File: src/rtl/time_entry_loader.sv
// time_entry_loader: keypad strobe edge detect, BCD MM:SS entry shift register and start/stop control.
// Optional `define TIME_NORMALIZE_EN folds seconds >= 60 into minutes on an accepted START.
module time_entry_loader #(
  parameter int         MAX_DIGITS = 4,
  parameter logic [3:0] KEY_START  = 4'hA,
  parameter logic [3:0] KEY_STOP   = 4'hB
) (
  input  logic       clk,
  input  logic       clear,
  input  logic [3:0] key_code,
  input  logic       key_strobe,
  output logic [3:0] min_tens,
  output logic [3:0] min_ones,
  output logic [3:0] sec_tens,
  output logic [3:0] sec_ones,
  output logic [2:0] digit_count,
  output logic       entry_full,
  output logic       time_valid,
  output logic       start_pulse,
  output logic       cancel_pulse,
  output logic       reject
);
  typedef enum logic [1:0] {IDLE, ENTRY, RUN} state_t;
  state_t state_q, state_d;
  logic [3:0] min_tens_q, min_tens_d, min_ones_q, min_ones_d;
  logic [3:0] sec_tens_q, sec_tens_d, sec_ones_q, sec_ones_d;
  logic [2:0] count_q, count_d;
  logic strobe_q, start_q, start_d, cancel_q, cancel_d, reject_q, reject_d;
  logic ev, full, zero;
  assign ev   = key_strobe & ~strobe_q;
  assign full = count_q == 3'(MAX_DIGITS);
  assign zero = {min_tens_q, min_ones_q, sec_tens_q, sec_ones_q} == 16'h0;
  always_comb begin
    state_d    = state_q;
    min_tens_d = min_tens_q;
    min_ones_d = min_ones_q;
    sec_tens_d = sec_tens_q;
    sec_ones_d = sec_ones_q;
    count_d    = count_q;
    start_d    = 1'b0;
    cancel_d   = 1'b0;
    reject_d   = 1'b0;
    if (ev) begin
      if (key_code == KEY_STOP) begin
        cancel_d   = 1'b1;
        state_d    = IDLE;
        min_tens_d = 4'd0;
        min_ones_d = 4'd0;
        sec_tens_d = 4'd0;
        sec_ones_d = 4'd0;
        count_d    = 3'd0;
      end else if (key_code == KEY_START) begin
        if (state_q == IDLE || (state_q == ENTRY && zero)) begin
          reject_d = 1'b1;
        end else if (state_q == ENTRY) begin
          start_d = 1'b1;
          state_d = RUN;
`ifdef TIME_NORMALIZE_EN
          if (sec_tens_q >= 4'd6) begin
            if (min_tens_q == 4'd9 && min_ones_q == 4'd9) begin
              sec_tens_d = 4'd5;
              sec_ones_d = 4'd9;
            end else begin
              sec_tens_d = sec_tens_q - 4'd6;
              min_ones_d = (min_ones_q == 4'd9) ? 4'd0 : min_ones_q + 4'd1;
              min_tens_d = (min_ones_q == 4'd9) ? min_tens_q + 4'd1 : min_tens_q;
            end
          end
`endif
        end
      end else if (key_code <= 4'd9 && state_q != RUN && !full) begin
        min_tens_d = min_ones_q;
        min_ones_d = sec_tens_q;
        sec_tens_d = sec_ones_q;
        sec_ones_d = key_code;
        count_d    = count_q + 3'd1;
        state_d    = ENTRY;
      end
    end
  end
  always_ff @(posedge clk) begin
    if (clear) begin
      state_q    <= IDLE;
      min_tens_q <= 4'd0;
      min_ones_q <= 4'd0;
      sec_tens_q <= 4'd0;
      sec_ones_q <= 4'd0;
      count_q    <= 3'd0;
      strobe_q   <= 1'b1;
      start_q    <= 1'b0;
      cancel_q   <= 1'b0;
      reject_q   <= 1'b0;
    end else begin
      state_q    <= state_d;
      min_tens_q <= min_tens_d;
      min_ones_q <= min_ones_d;
      sec_tens_q <= sec_tens_d;
      sec_ones_q <= sec_ones_d;
      count_q    <= count_d;
      strobe_q   <= key_strobe;
      start_q    <= start_d;
      cancel_q   <= cancel_d;
      reject_q   <= reject_d;
    end
  end
  assign min_tens     = min_tens_q;
  assign min_ones     = min_ones_q;
  assign sec_tens     = sec_tens_q;
  assign sec_ones     = sec_ones_q;
  assign digit_count  = count_q;
  assign entry_full   = full;
  assign time_valid   = state_q == RUN;
  assign start_pulse  = start_q;
  assign cancel_pulse = cancel_q;
  assign reject       = reject_q;
endmodule

File: config.mk
export PLATFORM = sky130hd
export DESIGN_NAME = time_entry_loader
export DESIGN_NICKNAME = d
export VERILOG_FILES = /design/src/rtl/time_entry_loader.sv
export SDC_FILE = /design/constraint.sdc
export NUM_CORES = 1
export LEC_CHECK = 0
export CORE_UTILIZATION = 63
export DETAILED_ROUTE_END_ITERATION = 8
export DONT_BUFFER_PORTS = 1
export HOLD_SLACK_MARGIN = 0.03
export MAX_ROUTING_LAYER = met4
export PLACE_DENSITY = 0.9
export SYNTH_ARGS = -nofsm -noshare
export SYNTH_HDL_FRONTEND = slang
export SYNTH_SLANG_ARGS = --single-unit
File: constraint.sdc
create_clock -name clk -period 3.9 [get_ports clk]
set_input_delay 0.39 -clock clk [delete_from_list [all_inputs] [get_ports clk]]
set_output_delay 0.39 -clock clk [all_outputs]
set_load 0.02 [all_outputs]
Yosys cells after proc, flatten, opt, wreduce, memory -nomap -nowiden:

Cells that the tools add are included.

* bits in registers: 25
* input port bits: 7
* output and inout port bits: 24

* $add $sub $neg: 1
* magnitude comparators: 1
* equal/unequal tests: 9
* muxes and demuxes: 23
* bitwise gates (word level): 4
* reductions and logical operators: 14

Operator list (number)
* two-way mux 4 bit: 12
* zero test 16 bit: 1
* two-way mux 2 bit: 5
* two-way mux 3 bit: 3
* equality test 4 bit, second input constant: 2
* OR reduction 5 bit: 1
* less-or-equal comparator 4 bit, second input constant: 1
* != test 2 bit, second input constant: 2
* AND reduction 4 bit: 1
* OR reduction 4 bit: 1
* adder 3 x 1 -> 3 bit, second input constant: 1
* equality test 3 bit, second input constant: 1
* logical AND 1 bit: 3
* two-way mux 1 bit: 3
* != test 3 x 2 -> 1 bit, second input constant: 1
* != test 3 bit, second input constant: 1
* NOT 1 bit: 3
* AND reduction 3 bit: 1
* nonzero test 3 bit: 1
* equality test 2 x 1 -> 1 bit, second input constant: 1
* equality test 2 bit, second input constant: 1
* zero test 2 bit: 1
* nonzero test 2 bit: 1
* OR reduction 2 bit: 1
* other kinds (3): 3

Longest topological paths before layout:

* depth after elaboration: 6
* depth in mapped cells: 8

Worst setup path before layout:

No wires, ideal clock.

* kind: register -> register
* start: reg count_q[0] (netlist: digit_count[0])
* end: reg min_ones_q[0] (netlist: min_ones[0])
* setup time: 0.117 ns
* data arrival time: 1.739 ns
* setup slack: 2.045 ns
* stages on the path, launching flop included: 9
* path through: dfxtp_1 > inv_1 > ha_1 > nand2_1 > inv_1 > o31ai_2 > a21oi_2 > buf_2 > a22o_1

* longest elaborated chain between the ends: 5

Ends and longest elaborated chain
* start, declared: line 27 `logic [2:0] count_q, count_d;`
* start signal, assigned: line 99 `count_q <= count_d;`
* equality test 3 bit: line 31 `assign full = count_q == 3'(MAX_DIGITS);`
* named net entry_full: line 17 `output logic entry_full,`
* zero test 1 bit: line 71 `end else if (key_code <= 4'd9 && state_q != RUN && !full) begin`
* logical AND 1 bit: line 71
* nonzero test 2 bit (no source line)
* AND reduction 3 bit (no source line)
* end signal, assigned: line 96 `min_ones_q <= min_ones_d;`
* end, declared: line 25 `logic [3:0] min_tens_q, min_tens_d, min_ones_q, min_ones_d;`

The timed path passes the listed nets, and every way through them passes these cells.
A chain may end at the register's enable or synchronous reset.

Worst setup path after layout:

* start: reg count_q[0] (netlist: digit_count[0])
* end: reg count_q[0] (netlist: digit_count[0])

* longest elaborated chain between the ends: 5

Ends and longest elaborated chain
* branches (longest 5 deep; another with adder 3 x 1 -> 3 bit)

Parallel ways; which one is timed is not known. The select of a mux whose other input is x is not followed.

==> results.py <==
metrics = {
    "outcome": {
        "status": "complete, no violations",
    },
    "setup_path": {
        "crit_family": "simple AND/OR/NAND/NOR gates",
        "cp-end-kind": "flip-flop",
        "crit_chain": "inv_1 > ha_1 > nand2_1 > nand3_1 > nor3_2 > mux2_2",
        "required_ps": 4150,
        "worstReg2RegStart": "digit_count[0]$_SDFFE_PP0P_",
        "max_stage_delay_ps": 820,
        "reg2reg_depth": 6,
        "crit_path_top_delay_cell": "nor3_2",
        "path_class": "flip-flop to flip-flop",
        "critPathArrivalTime_ps": 2470,
        "crit_path_start_kind": "flip-flop",
        "rrSetupSlack_ps": 1680,
        "critPathMaxFanout": 17,
        "path_buf_inv": 1,
        "worstReg2RegEnd": "digit_count[0]$_SDFFE_PP0P_",
    },
    "timing": {
        "setup_slack_ps": 1680,
        "finalCritPeriodShare_pct": 56.9,
        "whs_ps": 127,
        "finalClockSkew_ps": 8.80,
        "worstMarginPinSlew_ps": 999,
        "setup_viol": 0,
        "setup_tns_ps": 0,
        "slew-limit-headroom_pct": 33.0,
        "slew_violations": 0,
        "max_freq_mhz": 451,
        "hold_viol_final": 0,
        "rsz0062_at_grt": "no",
        "period_needed_ps": 2220,
    },
    "clock_tree": {
        "cts_buffers": 3,
        "cts.clk_slew.worst_paths_ps": 130,
        "cts_tree": "yes",
        "clkLatencyLatePin_ps": 310,
        "cts.sink_count": 25,
        "ctsResizeCount": 0,
        "post-cts-setup-buffers": 0,
        "cts.path.max_buffers": 2,
        "ctsHoldBuffers": 0,
        "cts-root-buf": "clkbuf_4",
        "htreeDepth": 1,
    },
    "placed_design": {
        "gp_congestion": 0.802,
        "dp.cells": 106,
        "pre_cts_ws_ps": 1740,
        "dpl.hpwl_um": 1320,
        "place.port_buffers": 0,
    },
    "logic_synthesis": {
        "netlist_area_um2": 1000,
        "syn_nets": 103,
        "synthCells": 94,
        "synth_warnings": 0,
        "yosysSeqAreaShare_pct": 49.9,
        "synth.top_cell.area_share_pct": 49.9,
        "ys_ff_latch": 25,
        "ys_top_cells_by_area": "dfxtp_1 50%, a22o_1 13%, o41ai_4 2.7%",
        "ys_types": 34,
        "synth.largest_area_cell": "dfxtp_1",
        "avgSynthCellArea_um2": 10.7,
    },
    "floorplanning": {
        "die_width_um": 41.9,
        "rows": 14,
        "ios": 31,
        "die_area_um2": 1760,
        "core_um2": 1490,
        "initial_utilization_pct": 67.4,
        "dieHeight_um": 41.9,
    },
    "pwr": {
        "total_power_uw": 392,
        "cellLeakagePower_nw": 0.421,
        "p_per_area_nw_per_um2": 380,
        "ir_drop_v": 0.000250,
    },
    "cells_and_area": {
        "diodes": 0,
        "drive_gt1_share_pct": 11.7,
        "mostFrequentLayoutCells": "25 x dfxtp_1, 15 x a22o_1, 6 x inv_1",
        "stdcell_count": 110,
        "syn_to_final_growth_pct": 2.62,
        "nNetsFinal": 104,
        "final_common_cell": "dfxtp_1",
    },
    "route": {
        "via_per_inst": 6.91,
        "wire_per_inst_um": 16.9,
        "drt_iter0_drc": 10,
        "met3WireLength_um": 124,
        "ant_nets": 0,
        "wl_met1_um": 840,
        "vias": 760,
        "drc_errors": 0,
        "route.met2.wl_um": 849,
        "wl_um": 1860,
        "highest_layer": "met4",
        "firstDrtPassIters": 6,
    },
    "global_route": {
        "grt_max_degree": 19,
        "grt_pass1_vias": 655,
        "grt_use_total_pct": 23.1,
        "antenna_found_initial": 0,
        "grt_pass1_wl_um": 3010,
        "grt_overflow": 0,
    },
    "min_path": {
        "min_path_cells": 1,
        "hold_class": "input pin to flip-flop",
        "hold_path_end": "digit_count[2]$_SDFFE_PP0P_",
        "hold_start": "clear",
    },
    "run": {
        "maxCapViolCount": 0,
    },
}
## metrics by stage
| step | util, % | area [um2] |
|---|---|---|
| after floorplan | - | 1000 |
| after global placement | 67.4 | 1000 |
| after detailed placement | 67.4 | 1000 |
| after CTS | 69.2 | 1030 |
| after global routing | 69.2 | 1030 |
| final | 69.2 | 1030 |
## synth_stat cells
master	n
nor3_2	1
a21oi_1	1
or4_4	1
a32o_1	1
clkbuf_1	2
inv_1	6
nand3_1	2
a21oi_2	1
nand2_1	3
nand2b_1	2
o21a_1	1
ha_1	2
nand4b_1	1
or2_2	1
a2111o_1	1
a22oi_1	1
o31ai_2	1
or4_1	3
buf_4	1
o21ai_0	4
nor2b_1	2
nand4_1	3
a31oi_1	1
o41ai_4	1
nor3_1	2
or4b_1	1
buf_2	1
nor2_1	3
mux2_2	1
a21boi_0	1
a22o_1	15
dfxtp_1	25
inv_2	1
o311a_1	1
## kinds of logic (layout without fill, tap and decap cells)
logic type / after synthesis / in the layout / share of synthesized area, %
AO/OA/AOI/OAI: 30 / 30 / 26.4
adder cells (fa/ha/maj): 2 / 2 / 2.49
buffers and inverters: 11 / 11 / 4.61
flip-flops: 25 / 25 / 49.9
multiplexers: 1 / 1 / 1.12
AND/OR/NAND/NOR: 25 / 25 / 15.5
## power breakdown
group          internal (mW)  switching, mW  leakage (nW)
logic                0.00731         0.0113         0.204
registers              0.258        0.00472         0.202
clock network         0.0399         0.0704        0.0150
total                  0.305         0.0865         0.421
## registers in the layout, summed over array words and instances, names as in the netlist
name	cells
start_pulse	1
cancel_pulse	1
strobe_q	1
state_q	2
sec_tens	4
min_tens	4
digit_count	3
reject	1
sec_ones	4
min_ones	4
## final cells by class
type / instances / area [um2]
multi-input cells: 58 / 457
inverters: 7 / 26.3
fillers: 116 / 459
clock buffers: 4 / 26.3
well taps: 16 / 20.0
flip-flops and latches: 25 / 500
## how the worst max path moves through the flow
stage / from / depth (start not counted) / end / slack, ps
3_3_place_gp: digit_count[0]$_SDFFE_PP0P_ / 6 / digit_count[0]$_SDFFE_PP0P_ / 1830
2_1_floorplan: digit_count[0]$_SDFFE_PP0P_ / 8 / min_ones[0]$_SDFFE_PP0P_ / 2040
3_5_place_dp: digit_count[0]$_SDFFE_PP0P_ / 6 / digit_count[0]$_SDFFE_PP0P_ / 1740
6_report: digit_count[0]$_SDFFE_PP0P_ / 6 / digit_count[0]$_SDFFE_PP0P_ / 1680
4_1_cts: digit_count[0]$_SDFFE_PP0P_ / 6 / digit_count[0]$_SDFFE_PP0P_ / 1710
5_1_grt: digit_count[0]$_SDFFE_PP0P_ / 6 / digit_count[0]$_SDFFE_PP0P_ / 1490
## layer usage
metal	vias to the layer above	GRT usage, %
li1	359	-
met5	-	-
met4	0	11.6
met1	362	29.2
met2	33	31.9
met3	6	9.13
Power figures use the tool's default switching activity.
